### src/rtl/sync_fifo_prog_if.sv
`default_nettype none
// ============================================================================
// Module      : sync_fifo_prog_if
// Description : Handshake / status bundle for the programmable synchronous
//               FIFO. The master modport is the producer/consumer side, the
//               slave modport is the FIFO itself.
//               Producer/consumer -> FIFO : flush, data_in, wr_en, rd_en,
//                                           af_level, ae_level
//               FIFO -> producer/consumer : data_out, rd_valid, wr_ack,
//                                           overflow, underflow, full, empty,
//                                           almostfull, almostempty, count
// Revision    : 1.0 - initial release
// ============================================================================
interface sync_fifo_prog_if #(
    parameter int FIFO_WIDTH = 16,
    parameter int CNT_W      = 4
);
    logic                  flush;
    logic [FIFO_WIDTH-1:0] data_in;
    logic                  wr_en;
    logic                  rd_en;
    logic [CNT_W-1:0]      af_level;
    logic [CNT_W-1:0]      ae_level;

    logic [FIFO_WIDTH-1:0] data_out;
    logic                  rd_valid;
    logic                  wr_ack;
    logic                  overflow;
    logic                  underflow;
    logic                  full;
    logic                  empty;
    logic                  almostfull;
    logic                  almostempty;
    logic [CNT_W-1:0]      count;

    modport master (
        output flush, data_in, wr_en, rd_en, af_level, ae_level,
        input  data_out, rd_valid, wr_ack, overflow, underflow,
               full, empty, almostfull, almostempty, count
    );

    modport slave (
        input  flush, data_in, wr_en, rd_en, af_level, ae_level,
        output data_out, rd_valid, wr_ack, overflow, underflow,
               full, empty, almostfull, almostempty, count
    );
endinterface
`default_nettype wire

### src/rtl/sync_fifo_prog.sv
`default_nettype none
// ============================================================================
// Module      : sync_fifo_prog
// Description : Single-clock FIFO with arbitrary (non power-of-two) depth,
//               runtime-programmable almost-full / almost-empty thresholds,
//               occupancy count, synchronous flush and a selectable
//               first-word-fall-through read mode.
// Ports       : clk  - clock, all state changes on the rising edge
//               rst  - synchronous active-high reset
//               bus  - sync_fifo_prog_if.slave
//                      in : flush, data_in, wr_en, rd_en, af_level, ae_level
//                      out: data_out, rd_valid, wr_ack, overflow, underflow,
//                           full, empty, almostfull, almostempty, count
// Parameters  : FIFO_WIDTH - data word width
//               FIFO_DEPTH - number of storage entries (>= 2)
//               FWFT       - 0: registered read, 1: first-word-fall-through
//               CNT_W      - derived width of count / thresholds
// Revision    : 1.0 - initial release
// ============================================================================
module sync_fifo_prog #(
    parameter int FIFO_WIDTH = 16,
    parameter int FIFO_DEPTH = 8,
    parameter int FWFT       = 0,
    parameter int CNT_W      = $clog2(FIFO_DEPTH + 1)
) (
    input wire              clk,
    input wire              rst,
    sync_fifo_prog_if.slave bus
);

    // Pointer width covers indices 0..FIFO_DEPTH-1; wrap is explicit so
    // non power-of-two depths never touch the unused index codes.
    localparam int                 c_PTR_W    = (FIFO_DEPTH > 1) ? $clog2(FIFO_DEPTH) : 1;
    localparam logic [c_PTR_W-1:0] c_LAST_PTR = c_PTR_W'(FIFO_DEPTH - 1);
    localparam logic [CNT_W-1:0]   c_FULL_CNT = CNT_W'(FIFO_DEPTH);
    localparam logic [CNT_W-1:0]   c_CNT_ONE  = CNT_W'(1);

    // ------------------------------------------------------------------------
    // State
    // ------------------------------------------------------------------------
    logic [FIFO_WIDTH-1:0] r_mem [FIFO_DEPTH];
    logic [c_PTR_W-1:0]    r_wr_ptr;
    logic [c_PTR_W-1:0]    r_rd_ptr;
    logic [CNT_W-1:0]      r_count;
    logic                  r_wr_ack;
    logic                  r_overflow;
    logic                  r_underflow;

    logic                  w_full;
    logic                  w_empty;
    logic                  w_write_ok;
    logic                  w_read_ok;
    logic                  w_clear;

    function automatic logic [c_PTR_W-1:0] f_next_ptr(input logic [c_PTR_W-1:0] ptr);
        return (ptr == c_LAST_PTR) ? '0 : ptr + c_PTR_W'(1);
    endfunction

    // ------------------------------------------------------------------------
    // Status, decided from the occupancy at the start of the cycle
    // ------------------------------------------------------------------------
    assign w_full  = (r_count == c_FULL_CNT);
    assign w_empty = (r_count == '0);

    // A read in the same cycle frees the slot the write needs, so a full FIFO
    // still accepts a write when it is also being read (pass-through).
    assign w_write_ok = bus.wr_en & (~w_full | bus.rd_en);
    assign w_read_ok  = bus.rd_en & ~w_empty;

    // Reset and flush clear the same bookkeeping; they differ only in what
    // happens to the registered read data.
    assign w_clear = rst | bus.flush;

    // ------------------------------------------------------------------------
    // Pointers, occupancy and one-cycle handshake flags
    // ------------------------------------------------------------------------
    always_ff @(posedge clk) begin
        if (w_clear) begin
            r_wr_ptr    <= '0;
            r_rd_ptr    <= '0;
            r_count     <= '0;
            r_wr_ack    <= 1'b0;
            r_overflow  <= 1'b0;
            r_underflow <= 1'b0;
        end else begin
            if (w_write_ok) begin
                r_wr_ptr <= f_next_ptr(r_wr_ptr);
            end
            if (w_read_ok) begin
                r_rd_ptr <= f_next_ptr(r_rd_ptr);
            end

            case ({w_write_ok, w_read_ok})
                2'b10:   r_count <= r_count + c_CNT_ONE;
                2'b01:   r_count <= r_count - c_CNT_ONE;
                default: r_count <= r_count;
            endcase

            r_wr_ack    <= w_write_ok;
            r_overflow  <= bus.wr_en & w_full & ~bus.rd_en;
            r_underflow <= bus.rd_en & w_empty;
        end
    end

    // ------------------------------------------------------------------------
    // Storage: never reset or cleared; stale words become unreachable once
    // the pointers and count are cleared.
    // ------------------------------------------------------------------------
    always_ff @(posedge clk) begin
        if (!w_clear && w_write_ok) begin
            r_mem[r_wr_ptr] <= bus.data_in;
        end
    end

    // ------------------------------------------------------------------------
    // Read data path
    // ------------------------------------------------------------------------
    if (FWFT != 0) begin : g_fwft
        // Head word is always on display; rd_en only pops it. The output is
        // forced to zero while empty so it never shows a discarded word.
        assign bus.data_out = w_empty ? '0 : r_mem[r_rd_ptr];
        assign bus.rd_valid = ~w_empty;
    end else begin : g_std
        logic [FIFO_WIDTH-1:0] r_data_out;
        logic                  r_rd_valid;

        // On a full pass-through the write and read hit the same slot; the
        // non-blocking read returns the old (oldest) word as required.
        always_ff @(posedge clk) begin
            if (rst) begin
                r_data_out <= '0;
                r_rd_valid <= 1'b0;
            end else if (bus.flush) begin
                r_rd_valid <= 1'b0;
            end else begin
                r_rd_valid <= w_read_ok;
                if (w_read_ok) begin
                    r_data_out <= r_mem[r_rd_ptr];
                end
            end
        end

        assign bus.data_out = r_data_out;
        assign bus.rd_valid = r_rd_valid;
    end

    // ------------------------------------------------------------------------
    // Outputs
    // ------------------------------------------------------------------------
    assign bus.wr_ack      = r_wr_ack;
    assign bus.overflow    = r_overflow;
    assign bus.underflow   = r_underflow;
    assign bus.full        = w_full;
    assign bus.empty       = w_empty;
    assign bus.almostfull  = (r_count >= bus.af_level);
    assign bus.almostempty = (r_count <= bus.ae_level);
    assign bus.count       = r_count;

endmodule
`default_nettype wire

### src/flat_wrapper.sv
// flat-port wrapper written by rule: the top's interface ports become plain ports
module sync_fifo_prog_flat 
#(
    parameter int FIFO_WIDTH = 16,
    parameter int FIFO_DEPTH = 8,
    parameter int FWFT       = 0,
    parameter int CNT_W      = $clog2(FIFO_DEPTH + 1)
)
  (clk, rst, bus_flush, bus_data_in, bus_wr_en, bus_rd_en, bus_af_level, bus_ae_level, bus_data_out, bus_rd_valid, bus_wr_ack, bus_overflow, bus_underflow, bus_full, bus_empty, bus_almostfull, bus_almostempty, bus_count);
  sync_fifo_prog_if #(.FIFO_WIDTH(FIFO_WIDTH), .CNT_W(CNT_W)) bus_i ();
  input wire clk;
  input wire rst;
  input wire logic [$bits(bus_i.flush)-1:0] bus_flush;
  input wire logic [$bits(bus_i.data_in)-1:0] bus_data_in;
  input wire logic [$bits(bus_i.wr_en)-1:0] bus_wr_en;
  input wire logic [$bits(bus_i.rd_en)-1:0] bus_rd_en;
  input wire logic [$bits(bus_i.af_level)-1:0] bus_af_level;
  input wire logic [$bits(bus_i.ae_level)-1:0] bus_ae_level;
  output wire logic [$bits(bus_i.data_out)-1:0] bus_data_out;
  output wire logic [$bits(bus_i.rd_valid)-1:0] bus_rd_valid;
  output wire logic [$bits(bus_i.wr_ack)-1:0] bus_wr_ack;
  output wire logic [$bits(bus_i.overflow)-1:0] bus_overflow;
  output wire logic [$bits(bus_i.underflow)-1:0] bus_underflow;
  output wire logic [$bits(bus_i.full)-1:0] bus_full;
  output wire logic [$bits(bus_i.empty)-1:0] bus_empty;
  output wire logic [$bits(bus_i.almostfull)-1:0] bus_almostfull;
  output wire logic [$bits(bus_i.almostempty)-1:0] bus_almostempty;
  output wire logic [$bits(bus_i.count)-1:0] bus_count;
  assign bus_i.flush = bus_flush;
  assign bus_i.data_in = bus_data_in;
  assign bus_i.wr_en = bus_wr_en;
  assign bus_i.rd_en = bus_rd_en;
  assign bus_i.af_level = bus_af_level;
  assign bus_i.ae_level = bus_ae_level;
  assign bus_data_out = bus_i.data_out;
  assign bus_rd_valid = bus_i.rd_valid;
  assign bus_wr_ack = bus_i.wr_ack;
  assign bus_overflow = bus_i.overflow;
  assign bus_underflow = bus_i.underflow;
  assign bus_full = bus_i.full;
  assign bus_empty = bus_i.empty;
  assign bus_almostfull = bus_i.almostfull;
  assign bus_almostempty = bus_i.almostempty;
  assign bus_count = bus_i.count;
  sync_fifo_prog #(.FIFO_WIDTH(FIFO_WIDTH), .FIFO_DEPTH(FIFO_DEPTH), .FWFT(FWFT), .CNT_W(CNT_W)) u_core (.clk(clk), .rst(rst), .bus(bus_i));
endmodule
### config.mk
export PLATFORM = sky130hd
export DESIGN_NAME = sync_fifo_prog_flat
export DESIGN_NICKNAME = d
export VERILOG_FILES = /design/src/rtl/sync_fifo_prog_if.sv /design/src/rtl/sync_fifo_prog.sv /design/src/flat_wrapper.sv
export SDC_FILE = /design/constraint.sdc
export NUM_CORES = 1
export LEC_CHECK = 0
export CAP_MARGIN = 40
export CORE_UTILIZATION = 50
export DETAILED_ROUTE_END_ITERATION = 12
export PLACE_DENSITY = 0.81
export REMOVE_ABC_BUFFERS = 1
export SETUP_SLACK_MARGIN = 0.05
export SKIP_LAST_GASP = 1
export SLEW_MARGIN = 20
export SYNTH_ARGS = -nofsm -noshare
export SYNTH_HDL_FRONTEND = slang
export SYNTH_SLANG_ARGS = --single-unit
### constraint.sdc
create_clock -name clk -period 3.31 [get_ports clk]
set_clock_uncertainty 0.15 [all_clocks]
set_input_delay 0.662 -clock clk [delete_from_list [all_inputs] [get_ports clk]]
set_output_delay 0.662 -clock clk [all_outputs]
set_load 0.01 [all_outputs]
==> qor.yml <==
clock_tree:
  cts_tree: "done"
  cts.sinks: 158
  numCtsBuffers: 17
  cts_setup_buffers: 0
  htreeDepth: 4
  cts_buffer_depth: 2
  clock_tree.root_cell: "clkbuf_16"
  insertion_delay_ns: 0.41
  cts.reportedPaths.clkPinSlew_ns: 0.06
pwr:
  power.share.clock_pct: 43.4
  cellPowerDensity_mw_per_mm2: 549
  combPwrFrac_pct: 4.5
  leakagePower_nw: 2.55
  p_sw_uw: 874
  seqPwrFrac_pct: 52.1
  irDropWorstVdd_mv: 0.379
  switching_share_pct: 20.9
  intPower_mw: 3.30
drt:
  wl_um: 11800
  drt_iter0_markers: 296
  drc_errors: 0
  viasPerCell: 5.57
  wl_per_cell_um: 19.8
  dr.pass1.iters: 4
  drtAntennaViolNets: 0
  num_vias: 3311
worst_setup_path:
  r2r-start: "u_core.bus.count[1]$_SDFFE_PP0P_"
  critPathMaxFanout: 2
  crit_start: "bus_ae_level[1]"
  crit_path_cell_trace: "clkdlybuf4s50_1, inv_1, ha_1, nor2b_1, o21a_1, o21a_1, o21ai_0, dlygate4sd2_1"
  crit_end: "bus_almostempty"
  cp-start-kind: "input port"
  rr_endpoint: "u_core.bus.count[2]$_SDFFE_PP0P_"
  end_kind: "output pin"
  reg2reg_slack_ns: 0.40
  critical_path_required_ns: 2.50
  critPathSlowestCell: "clkdlybuf4s50_1"
  slowest_delay_ns: 0.46
  crit_type: "in2out"
  crit_arrival_ns: 2.33
  cp_common_cell: "o21a_1"
  r2r_cells: 10
floorplan:
  die_area_mm2: 0.0129
  start_util_pct: 51.7
  die_h_um: 114
  ios: 57
  core_area_mm2: 0.0121
  rows: 40
  die_w_um: 114
layout:
  mostFrequentLayoutCell: "edfxtp_1"
  insertedDiodeCount: 0
  fin_cells: 594
  most-common-layout-cells: "128 x edfxtp_1, 54 x clkdlybuf4s50_1, 32 x mux4_2, 28 x dfxtp_1, 18 x nor2b_1"
  area_delta_synth_final_pct: 22.0
  fin_area_mm2: 0.00760
  drive_gt1_share_pct: 20.9
  nets: 457
  fin_util_pct: 63.0
global_routing:
  antenna_found_initial: 0
  grt_overflow: 0
  grt_start_max_net_pins: 33
  grtUsageTotal_pct: 20.3
  grt_pass1_vias: 3523
  grt_first_pass_wirelength_um: 18700
placement:
  dp_cells: 562
  gp_congestion: 0.707
  dp_slack_ns: -0.0996
  io_buffers: 56
  placed_area_mm2: 0.00704
  dp_hpwl_um: 6920
synth:
  synth_seq_area_share_pct: 71.3
  ys_seq_elements: 158
  synth-compound-area-share_pct: 4.84
  yosys.area_share.simple_pct: 6.32
  synth_top_area_share_pct: 61.6
  synth_top_family_by_area: "multiplexers"
  yosys.area.top_type: "edfxtp_1"
  synth_edf_count: 128
  synth_xor_area_share_pct: 0.421
  synthAdderAreaFrac_pct: 3.01
  synth.distinct_cells: 36
  yosysWarnings: 0
  synth.mux.area_fraction_pct: 11.7
  ys.flop_type: "edfxtp_1"
  syn_area_per_cell_um2: 18.3
  yosys-top-cells-area: "edfxtp_1 62%, mux4_2 12%, dfxtp_1 9.6%"
  synth.cell_area_mm2: 0.00623
  synth-async-reset-ratio_pct: 0
  synthCells: 340
run:
  maxCapViolations: 0
timing:
  period_share_pct: 94.9
  worst_slew_pin_slew_ns: 0.696
  maxSlewViolCount: 0
  max-slew-margin-rel_pct: 53.6
  fin_crit_ns: 3.14
  finalWorstSetupSlack_ns: 0.168
  hold_ws_ns: 0.337
  max_freq_ghz: 0.318
  hold_violations: 0
  rsz0062_at_grt: "no"
  setup_violations: 0
outcome:
  outcome: "completed"
hold_path:
  hold_class: "reg2reg"
## critical path, delay by kind of cell
| kind | cells | cell delay (ns) |
|---|---|---|
| and+or+nand+nor | 1 | 0.14 |
| AOI/OAI and AO/OA | 3 | 0.46 |
| adders and majority gates | 1 | 0.28 |
| buffers and inverters | 3 | 0.80 |
## cells in the mapped netlist, types with 2 or more instances
library cell and number:
nand2_1 11, nand3_1 4, dfxtp_1 30, a21o_1 3
nand2b_1 3, o21ai_0 5, a221o_1 16, nand4_1 2
a21oi_1 7, o21a_1 2, buf_6 5, ha_1 15
nor3_1 3, nor2_1 14, buf_2 5, mux4_2 32
clkbuf_1 6, xor2_1 3, or3_1 4, nor2b_1 18
edfxtp_1 128, inv_1 10
## cells by family after synthesis
| kind of cell | Yosys count |
|---|---|
| DFF | 158 |
| and+or+nand+nor | 67 |
| AOI/OAI and AO/OA | 37 |
| muxes | 33 |
| buffers and inverters | 27 |
| adders and majority gates | 15 |
| xor gates and xnor gates | 3 |
## area by class of cell
class                           instances  area (µm²)
Sequential cell                       158        4450
Timing Repair Buffer                   70         683
Clock buffer                           17         425
Tap cell                              168         210
Clock inverter                         15         141
Multi-Input combinational cell        155        1650
Inverter                               11        46.3
Fill cell                             822        4460
## flip-flops by register name (all words and copies together) (netlist names)
signal / cells
u_core.r_wr_ptr: 3
u_core.r_mem: 128
u_core.bus.overflow: 1
u_core.bus.wr_ack: 1
u_core.bus.underflow: 1
u_core.r_rd_ptr: 3
u_core.bus.count: 4
u_core.bus.rd_valid: 1
u_core.bus.data_out: 16
## power by group through the flow
stage          registers, mW  clock network [mW]  logic, mW
5_1_grt                 2.18                1.93      0.203
3_3_place_gp            2.22                   0      0.179
2_1_floorplan           2.22                   0     0.0786
6_report                2.18                1.81      0.187
4_1_cts                 2.18                1.85      0.189
3_5_place_dp            2.22                   0      0.188
## metal layers
layer	track usage (%)	up-vias	wire length [µm]
li1	-	1499	-
met1	25.0	1677	4850
met2	33.9	118	6070
met3	6.27	17	706
met4	7.89	0	150
met5	0	-	0
## how the worst min path moves through the flow
stage | cells past startpoint | endpoint | start
after detailed placement | 1 | u_core.bus.data_out[8]$_SDFFE_PP0P_ | u_core.bus.data_out[8]$_SDFFE_PP0P_
after global routing | 1 | u_core.bus.data_out[12]$_SDFFE_PP0P_ | u_core.bus.data_out[12]$_SDFFE_PP0P_
final | 1 | u_core.bus.data_out[8]$_SDFFE_PP0P_ | u_core.bus.data_out[8]$_SDFFE_PP0P_
after global placement | 2 | u_core.r_rd_ptr[1]$_SDFFE_PP0P_ | u_core.r_rd_ptr[1]$_SDFFE_PP0P_
after CTS | 1 | u_core.bus.data_out[8]$_SDFFE_PP0P_ | u_core.bus.data_out[8]$_SDFFE_PP0P_
after floorplan | 2 | u_core.r_wr_ptr[0]$_SDFFE_PP0P_ | u_core.r_wr_ptr[0]$_SDFFE_PP0P_
## per-stage QoR
step | TNS, ns | total power, mW
floorplan | 0 | 2.30
global placement | -0.0594 | 2.40
detailed placement | -0.0996 | 2.41
CTS | 0 | 4.22
global route | 0 | 4.31
finish | 0 | 4.17
## what timing repair did
action | CTS | global route
setup endpoints to repair | 2 | 0
endpoints found under the hold margin | 0 | 0
resized for setup | 3 | 0
hold buffers | 0 | 0
Power figures use the tool's default switching activity.
